### config.mk
export PLATFORM = sky130hd
export DESIGN_NAME = layer_stream_bridge_flat
export DESIGN_NICKNAME = d
export VERILOG_FILES = /design/src/rtl/layer_stream_bridge_pkg.sv /design/src/rtl/layer_stream_bridge_if.sv /design/src/rtl/layer_stream_bridge_slot_buf.sv /design/src/rtl/layer_stream_bridge.sv /design/src/flat_wrapper.sv
export SDC_FILE = /design/constraint.sdc
export NUM_CORES = 1
export LEC_CHECK = 0
export BUFFER_PORTS_ARGS = -buffer_cell sky130_fd_sc_hd__buf_2
export CAP_MARGIN = 30
export CORE_ASPECT_RATIO = 0.7
export CORE_MARGIN = 1
export CORE_UTILIZATION = 40
export DETAILED_ROUTE_END_ITERATION = 7
export PLACE_DENSITY = 0.68
export SKIP_LAST_GASP = 1
export SYNTH_ARGS = -nofsm -noshare
export SYNTH_HDL_FRONTEND = slang
export SYNTH_HIERARCHICAL = 1
export SYNTH_SLANG_ARGS = --single-unit
### constraint.sdc
create_clock -name aclk -period 40.7 [get_ports aclk]
set_input_delay 6.105 -clock aclk [delete_from_list [all_inputs] [get_ports aclk]]
set_output_delay 6.105 -clock aclk [all_outputs]
set_load 0.01 [all_outputs]
### src/rtl/layer_stream_bridge_pkg.sv
// layer_stream_bridge_pkg: NN datapath constants, bridge state type and index-width helper
package layer_stream_bridge_pkg;
    localparam int DATA_WIDTH_C = 16;
    localparam int NUM_NEURON_LAYER1 = 30;
    localparam int NUM_NEURON_LAYER2 = 30;
    localparam int NUM_NEURON_LAYER3 = 10;
    localparam int NUM_NEURON_LAYER4 = 10;
    localparam int SIGMOID_SIZE = 5;
    typedef enum logic {ST_IDLE, ST_SEND} state_t;
    function automatic int idx_w(input int n);
        return (n > 1) ? $clog2(n) : 1;
    endfunction
endpackage

### src/rtl/layer_stream_bridge_if.sv
// layer_stream_bridge_if: vector capture side, serial beat stream and overflow status of the bridge
interface layer_stream_bridge_if import layer_stream_bridge_pkg::*; #(
    parameter int NUM_NEURON = NUM_NEURON_LAYER1,
    parameter int DATA_WIDTH = DATA_WIDTH_C,
    parameter int DROP_CNT_W = 8
) ();
    localparam int IW = idx_w(NUM_NEURON);
    logic                             in_valid;
    logic [NUM_NEURON*DATA_WIDTH-1:0] in_data;
    logic                             out_valid;
    logic                             out_ready;
    logic [DATA_WIDTH-1:0]            out_data;
    logic                             out_last;
    logic [IW-1:0]                    out_index;
    logic                             busy;
    logic                             overflow;
    logic                             overflow_clr;
    logic [DROP_CNT_W-1:0]            drop_count;
    modport slave (
        input  in_valid, in_data, out_ready, overflow_clr,
        output out_valid, out_data, out_last, out_index, busy, overflow, drop_count
    );
    modport master (
        output in_valid, in_data, out_ready, overflow_clr,
        input  out_valid, out_data, out_last, out_index, busy, overflow, drop_count
    );
endinterface

### src/rtl/layer_stream_bridge_slot_buf.sv
// layer_stream_bridge_slot_buf: two-entry ping-pong vector store with pointers and occupancy
module layer_stream_bridge_slot_buf #(
    parameter int VEC_W = 480
) (
    input  logic             aclk,
    input  logic             reset,
    input  logic             i_wr_en,
    input  logic [VEC_W-1:0] i_wr_data,
    input  logic             i_rd_free,
    output logic [VEC_W-1:0] o_rd_data,
    output logic [1:0]       o_occ
);
    logic [VEC_W-1:0] r_mem [2];
    logic             r_wptr;
    logic             r_rptr;
    logic [1:0]       r_occ;
    // A write while full is only issued alongside a free, so it reuses the slot being released
    always_ff @(posedge aclk) begin
        if (reset) begin
            r_wptr <= 1'b0;
            r_rptr <= 1'b0;
            r_occ  <= 2'd0;
        end else begin
            if (i_wr_en) begin
                r_mem[r_wptr] <= i_wr_data;
                r_wptr        <= ~r_wptr;
            end
            if (i_rd_free) r_rptr <= ~r_rptr;
            r_occ <= r_occ + 2'(i_wr_en) - 2'(i_rd_free);
        end
    end
    assign o_rd_data = r_mem[r_rptr];
    assign o_occ     = r_occ;
endmodule

### src/rtl/layer_stream_bridge.sv
// layer_stream_bridge: captures a parallel neuron vector into ping-pong slots and
// serialises it as a valid/ready beat stream with last marker and drop accounting
module layer_stream_bridge import layer_stream_bridge_pkg::*; #(
    parameter int NUM_NEURON = NUM_NEURON_LAYER1,
    parameter int DATA_WIDTH = DATA_WIDTH_C,
    parameter bit MSB_FIRST  = 1'b0,
    parameter int DROP_CNT_W = 8
) (
    input logic                  aclk,
    input logic                  reset,
    layer_stream_bridge_if.slave bus
);
    localparam int            IW   = idx_w(NUM_NEURON);
    localparam logic [IW-1:0] LAST = IW'(NUM_NEURON - 1);
    state_t                           r_state;
    state_t                           w_next;
    logic [IW-1:0]                    r_cnt;
    logic [IW-1:0]                    w_idx;
    logic [NUM_NEURON*DATA_WIDTH-1:0] w_rd_data;
    logic [1:0]                       w_occ;
    logic                             w_send;
    logic                             w_xfer;
    logic                             w_release;
    logic                             w_accept;
    logic                             w_drop;
    logic                             r_overflow;
    logic [DROP_CNT_W-1:0]            r_drop_cnt;
    assign w_send    = r_state == ST_SEND;
    assign w_xfer    = w_send && bus.out_ready;
    assign w_release = w_xfer && r_cnt == LAST;
    // A last-beat release frees a slot in time for a same-cycle capture
    assign w_accept  = bus.in_valid && (w_occ != 2'd2 || w_release);
    assign w_drop    = bus.in_valid && !w_accept;
    assign w_idx     = MSB_FIRST ? LAST - r_cnt : r_cnt;
    layer_stream_bridge_slot_buf #(.VEC_W(NUM_NEURON*DATA_WIDTH)) u_slots (
        .aclk      (aclk),
        .reset     (reset),
        .i_wr_en   (w_accept),
        .i_wr_data (bus.in_data),
        .i_rd_free (w_release),
        .o_rd_data (w_rd_data),
        .o_occ     (w_occ)
    );
    always_ff @(posedge aclk) begin
        if (reset) r_state <= ST_IDLE;
        else r_state <= w_next;
    end
    always_comb begin
        w_next = (r_state == ST_IDLE) ? ((w_occ != 2'd0) ? ST_SEND : ST_IDLE)
                                      : ((w_release && w_occ == 2'd1 && !w_accept) ? ST_IDLE : ST_SEND);
    end
    always_comb begin
        bus.out_valid  = w_send;
        bus.out_last   = w_send && r_cnt == LAST;
        bus.out_index  = w_send ? w_idx : '0;
        bus.out_data   = w_rd_data[w_idx*DATA_WIDTH +: DATA_WIDTH];
        bus.busy       = w_occ != 2'd0;
        bus.overflow   = r_overflow;
        bus.drop_count = r_drop_cnt;
    end
    always_ff @(posedge aclk) begin
        if (reset) begin
            r_cnt      <= '0;
            r_overflow <= 1'b0;
            r_drop_cnt <= '0;
        end else begin
            if (w_xfer) r_cnt <= w_release ? '0 : r_cnt + 1'b1;
            if (bus.overflow_clr) begin
                r_overflow <= w_drop;
                r_drop_cnt <= DROP_CNT_W'(w_drop);
            end else if (w_drop) begin
                r_overflow <= 1'b1;
                r_drop_cnt <= (&r_drop_cnt) ? r_drop_cnt : r_drop_cnt + 1'b1;
            end
        end
    end
endmodule
### src/flat_wrapper.sv
// flat-port wrapper written by rule: the top's interface ports become plain ports
module layer_stream_bridge_flat import layer_stream_bridge_pkg::*;
#(
    parameter int NUM_NEURON = NUM_NEURON_LAYER1,
    parameter int DATA_WIDTH = DATA_WIDTH_C,
    parameter bit MSB_FIRST  = 1'b0,
    parameter int DROP_CNT_W = 8
)
  (aclk, reset, bus_in_valid, bus_in_data, bus_out_ready, bus_overflow_clr, bus_out_valid, bus_out_data, bus_out_last, bus_out_index, bus_busy, bus_overflow, bus_drop_count);
  layer_stream_bridge_if #(.NUM_NEURON(NUM_NEURON), .DATA_WIDTH(DATA_WIDTH), .DROP_CNT_W(DROP_CNT_W)) bus_i ();
  input logic aclk;
  input logic reset;
  input wire logic [$bits(bus_i.in_valid)-1:0] bus_in_valid;
  input wire logic [$bits(bus_i.in_data)-1:0] bus_in_data;
  input wire logic [$bits(bus_i.out_ready)-1:0] bus_out_ready;
  input wire logic [$bits(bus_i.overflow_clr)-1:0] bus_overflow_clr;
  output wire logic [$bits(bus_i.out_valid)-1:0] bus_out_valid;
  output wire logic [$bits(bus_i.out_data)-1:0] bus_out_data;
  output wire logic [$bits(bus_i.out_last)-1:0] bus_out_last;
  output wire logic [$bits(bus_i.out_index)-1:0] bus_out_index;
  output wire logic [$bits(bus_i.busy)-1:0] bus_busy;
  output wire logic [$bits(bus_i.overflow)-1:0] bus_overflow;
  output wire logic [$bits(bus_i.drop_count)-1:0] bus_drop_count;
  assign bus_i.in_valid = bus_in_valid;
  assign bus_i.in_data = bus_in_data;
  assign bus_i.out_ready = bus_out_ready;
  assign bus_i.overflow_clr = bus_overflow_clr;
  assign bus_out_valid = bus_i.out_valid;
  assign bus_out_data = bus_i.out_data;
  assign bus_out_last = bus_i.out_last;
  assign bus_out_index = bus_i.out_index;
  assign bus_busy = bus_i.busy;
  assign bus_overflow = bus_i.overflow;
  assign bus_drop_count = bus_i.drop_count;
  layer_stream_bridge #(.NUM_NEURON(NUM_NEURON), .DATA_WIDTH(DATA_WIDTH), .MSB_FIRST(MSB_FIRST), .DROP_CNT_W(DROP_CNT_W)) u_core (.aclk(aclk), .reset(reset), .bus(bus_i));
endmodule
# ---- Word level (Yosys, flattened, before mapping)
# Memory sizes are Yosys's and may differ from the RTL's. A register that Yosys moved wholly into a read port is not among the register bits.
# Index checks and enable logic that the tools add are counted.
# W data, S select, Z words.
dict set report totals {
  ff_bits 19
  ram_bits 960
  out_inout_bits 33
  n_memories 1
}
dict set report classes {
  add_sub_neg 4
  eq_ne 4
  shifts 1
  mux 15
  bitwise_logic 3
  reduce_logical 15
}
# memory words width rd rd_ports_with_merged_regs wr line_no
set memory_table {}
lappend memory_table {u_core.u_slots.r_mem 2 480 1 1 1 layer_stream_bridge_slot_buf.sv:13} ;# logic [VEC_W-1:0] r_mem [2];
# op count
set ops {}
lappend ops {{$shiftx A480 B10 Y16} 1}
lappend ops {{$mux W1} 13}
lappend ops {{$mux W5} 2}
lappend ops {{$add A8 B1 Y8 const B} 1}
lappend ops {{$reduce_and A8 Y1} 1}
lappend ops {{$logic_and A1 B1 Y1} 7}
lappend ops {{$add A5 B1 Y5 const B} 1}
lappend ops {{$eq A5 B5 Y1 const B} 1}
lappend ops {{$ne A2 B2 Y1 const B} 2}
lappend ops {{$reduce_and A2 Y1} 2}
lappend ops {{$reduce_bool A2 Y1} 2}
lappend ops {{$not A1 Y1} 3}
lappend ops {{$add A2 B1 Y2} 1}
lappend ops {{$eq A2 B1 Y1 const B} 1}
lappend ops {{$reduce_or A2 Y1} 1}
lappend ops {{$sub A2 B1 Y2} 1}
lappend ops {{$logic_not A1 Y1} 1}
lappend ops {{$logic_or A1 B1 Y1} 1}

# ---- Longest topological paths before layout
dict set report logic_depth {
  ltp_word 8
  ltp_mapped 11
}

# ---- Modules after synthesis
# Netlist, hierarchy kept.
# module n_inst cells_per_inst area_each_um2 seq_area_each_um2
set modules_own_cells {}
lappend modules_own_cells {layer_stream_bridge_slot_buf 1 1512 34845.9 28927.7}
lappend modules_own_cells {layer_stream_bridge 1 468 4814.6 300.3}

# ---- Least setup slack after synthesis
# OpenSTA, ideal clock, no wires.
dict set report synth_timing {
  path_kind {input port to flip-flop}
  from {input bus_out_ready}
  to {memory u_core.u_slots.r_mem[0][0], enable pin}
  setup_ps 2007
  t_arrival_ps 41128
  required_ps 38693
  path_slack_ps -2436
  cell_stages 4
  n_path_buf 0
  path_cell_list {and3_1 > a21oi_1 > nor2_1 > nor3b_1}
}
dict set report synth_via {
  elab_chain_cells 7
}
# element line_no
set synth_rtl {}
lappend synth_rtl {{from (decl)} flat_wrapper.sv:15} ;# input wire logic [$bits(bus_i.out_ready)-1:0] bus_out_ready;
lappend synth_rtl {{$logic_and A1 B1 Y1} layer_stream_bridge.sv:29} ;# assign w_xfer = w_send && bus.out_ready;
lappend synth_rtl {{$logic_and A1 B1 Y1} layer_stream_bridge.sv:30} ;# assign w_release = w_xfer && r_cnt == LAST;
lappend synth_rtl {{$logic_or A1 B1 Y1} layer_stream_bridge.sv:32} ;# assign w_accept = bus.in_valid && (w_occ != 2'd2 || w_release);
lappend synth_rtl {{$logic_and A1 B1 Y1} layer_stream_bridge.sv:32}
lappend synth_rtl {{via u_core.w_accept} layer_stream_bridge.sv:24} ;# logic w_accept;
lappend synth_rtl {{$mux W1} layer_stream_bridge_slot_buf.sv:24} ;# if (i_wr_en) begin
lappend synth_rtl {{$mux W1} layer_stream_bridge_slot_buf.sv:19} ;# if (reset) begin
lappend synth_rtl {{$mux W1 (implied by the code)} layer_stream_bridge_slot_buf.sv:25} ;# r_mem[r_wptr] <= i_wr_data;
lappend synth_rtl {{to (decl)} layer_stream_bridge_slot_buf.sv:13}
# The timed path passes the listed nets, and every way through them passes these cells.

==> results.tsv <==
metric	value	unit
status	completed	
sequential share of the synthesized area	0.737	
fraction of layout cells with a size suffix above 1	0.425	
pin count of the biggest net entering global routing	164	
Reg2Reg Depth	10	
Final setup viols	0	
Arr. time, crit path	5.62	ns
Final #Nets	3024	
Final WS setup	28.98	ns
Post-Syn Area per Cell	20.0	um^2
clk_skew	0.0246	ns
Sequential Power Share	0.527	
Comb pwr share	0.077	
H-tree Lvls	3	
post-synthesis register bit count	980	
slowest CP cell	dfxtp_4	
post-CTS setup buffers	0	
Max-Cap Viols	0	
RR Endpoint	u_core/u_slots/r_mem[0][339]	
final wirelength	102	mm
Via Count	20700	
GR Overflow Total	0	
Clk Latency, worst-skew pair	0.69	ns
Global Route Usage Sum	0.199	
io pins	518	
critical path class	register to primary output	
Yosys top cell by area	edfxtp_1	
Die Width	378	um
r2r startpoint	u_core/r_cnt[0]	
P_leak	15.7	nW
fmax	0.0853	GHz
Die H	265	um
FF-to-FF setup slack	35.17	ns
DR pass1 iterations	7	
EDFF count, synth	960	
Max Fanout on Critical Path	67	
hold_buf cts	0	
most common cell after layout, fill and taps aside	edfxtp_1	
GP Congestion	0.836	
global-route wire length before repair	144	mm
Slew Limit Fails	0	
CP required	34.59	ns
CTS Sinks	980	
clk root buf	clkbuf_16	
CP endpoint kind	primary output	
FILL cells	8126	
Critical Path Source Type	register	
post-synth top area share	0.727	
Post-Route Setup TNS	0	ns
vias per cell	5.24	
initial antenna violation count	51	
Final min period	11.72	ns
CTS buffer count	96	
drt initial violations	1873	
crit path cell chain	buf_4, buf_4, buf_4, mux2_2, mux2_2, a221oi_1, a32oi_1, buf_2	
Main synth FF type	edfxtp_1	
Worst Hold Launch	u_core/bus.overflow	
routed length per instance	25.7	um
synth unique cells	49	
path type of the worst min-delay path	register to register	
most area-consuming cells after synthesis	edfxtp_1 (73%), mux2_2 (9.3%), mux2_1 (5.7%), mux4_2 (3.6%), mux2i_1 (1.6%)	
detailed placer's ending HPWL	70.6	mm
core area	98100	um^2
CTS tree	done	
Clock Path Buffers	3	
# DRC	0	
clock network fraction of total power	0.396	
final hold vios	0	
row cnt	96	
max_slew headroom	0.315	
Final Cycle Share	0.288	
maximum vdd drop	0.0358	mV
CP most frequent cell	buf_4	
P_int	0.00174	W
number of global-route vias before repair	21600	
CTS clk-pin slew, worst paths	0.06	ns
switching portion of total power	0.222	
antenna viol nets, final	0	
Resized Gates After CTS	0	
Mapped Area	39700	um^2
pwr dens	47.6	nW/um^2
Syn-to-layout area delta	18.2	%
Die Area	100000	um^2
Synth Instances	1980	
Least-Margin Pin Slew	1.02	ns
port bufs	517	
hold path endpoint	u_core/bus.overflow	
RSZ-0062 raised after global routing	no	
synth warn	6	
Hold Path Depth	2	
NetSw	0.000496	W
dpl ws	29.55	ns
max incr delay on CP	0.93	ns
most frequent cells in the layout	edfxtp_1 (960), buf_2 (521), mux2_2 (328), mux2_1 (200), clkbuf_16 (99)	
fraction of registers with async set/reset	0	
Initial Util	0.404	
syn nets	2470	
layout make-up:
type,instances,area (um^2),share of cell area
multi-input combinational,881,9620,0.205
sequential,980,29200,0.624
tap,1323,1660,0.0353
inverter,7,26.3,0.000560
antenna,18,45.0,0.000961
timing repair buffer,568,3150,0.0672
clock inverter,58,569,0.0121
clock buffer,121,2580,0.0550
power groups by stage:
| stage | Clock [W] | Sequential [W] | Combinational (W) |
|---|---|---|---|
| 2_1_floorplan | 0 | 0.00122 | 0.0000888 |
| 3_3_place_gp | 0 | 0.00120 | 0.000166 |
| 3_5_place_dp | 0 | 0.00120 | 0.000174 |
| 4_1_cts | 0.000904 | 0.00118 | 0.000175 |
| 5_1_grt | 0.000942 | 0.00118 | 0.000184 |
| 6_report | 0.000884 | 0.00118 | 0.000172 |
per-stage QoR:
stage	total power, W	area, um^2	utilization	hold slack, ns	std cells
after floorplan	0.00131	39700	-	0.481	1980
after global placement	0.00136	43400	0.442	0.465	3742
after detailed placement	0.00137	43600	0.445	0.469	3757
after CTS	0.00226	46800	0.477	0.480	3936
after global routing	0.00231	46900	0.478	0.489	3947
final	0.00223	46900	0.478	0.478	3956
kinds of logic after synthesis:
family          count (synthesis)  share of synthesized area
simple gates                   77                     0.0105
compound gates                136                     0.0255
mux                           656                      0.202
buf+inv                       119                     0.0212
xor+xnor                        7                    0.00189
flops                         980                      0.737
fa+ha+maj                       5                    0.00158
synthesized netlist by cell type, drive strengths merged (3+ instances only):
cell and n:
edfxtp 960, mux2 528, buf 97, a221oi 64
mux2i 64, mux4 64, o21ai 37, dfxtp 20
nand2 19, a32oi 16, clkbuf 15, nor2 12
and2 11, a21oi 9, inv 6, ha 5
nor2b 5, and3 4, nand3 4, nor3 4
xnor2 4, nand4 3, o31ai 3
routing by layer:
| metal | up-vias | routed length, um | track usage |
|---|---|---|---|
| met2 | 700 | 48400 | 0.321 |
| met5 | - | 337 | 0 |
| met3 | 181 | 8180 | 0.0570 |
| met1 | 10600 | 42900 | 0.266 |
| met4 | 52 | 1870 | 0.0490 |
| li1 | 9216 | - | - |
worst max-delay path: cells and delay by family, from the launching register on:
family	cells	cell delay (ns)
compound gates	2	0.71
buf+inv	4	2.54
flops	1	0.93
mux	2	0.66
worst max-delay path by stage:
stage               depth (start not counted)  slack, ns                         end     startpoint
floorplan                                   4      14.78  u_core/u_slots/r_mem[0][0]  bus_out_ready
global placement                            8      29.68            bus_out_data[11]       register
detailed placement                          8      29.55            bus_out_data[11]       register
CTS                                         8      28.81            bus_out_data[11]       register
global route                                8      28.67            bus_out_data[11]       register
finish                                      8      28.98            bus_out_data[11]       register
registers in the layout (all words and copies together) (netlist names), named ones only:
register / flops
u_core/bus.out_valid: 1
u_core/u_slots/r_rptr: 1
u_core/u_slots/r_mem: 960
u_core/r_cnt: 5
u_core/bus.overflow: 1
u_core/bus.drop_count: 8
u_core/u_slots/o_occ: 2
u_core/u_slots/r_wptr: 1
Note: power is estimated with default switching activity, not from simulation.
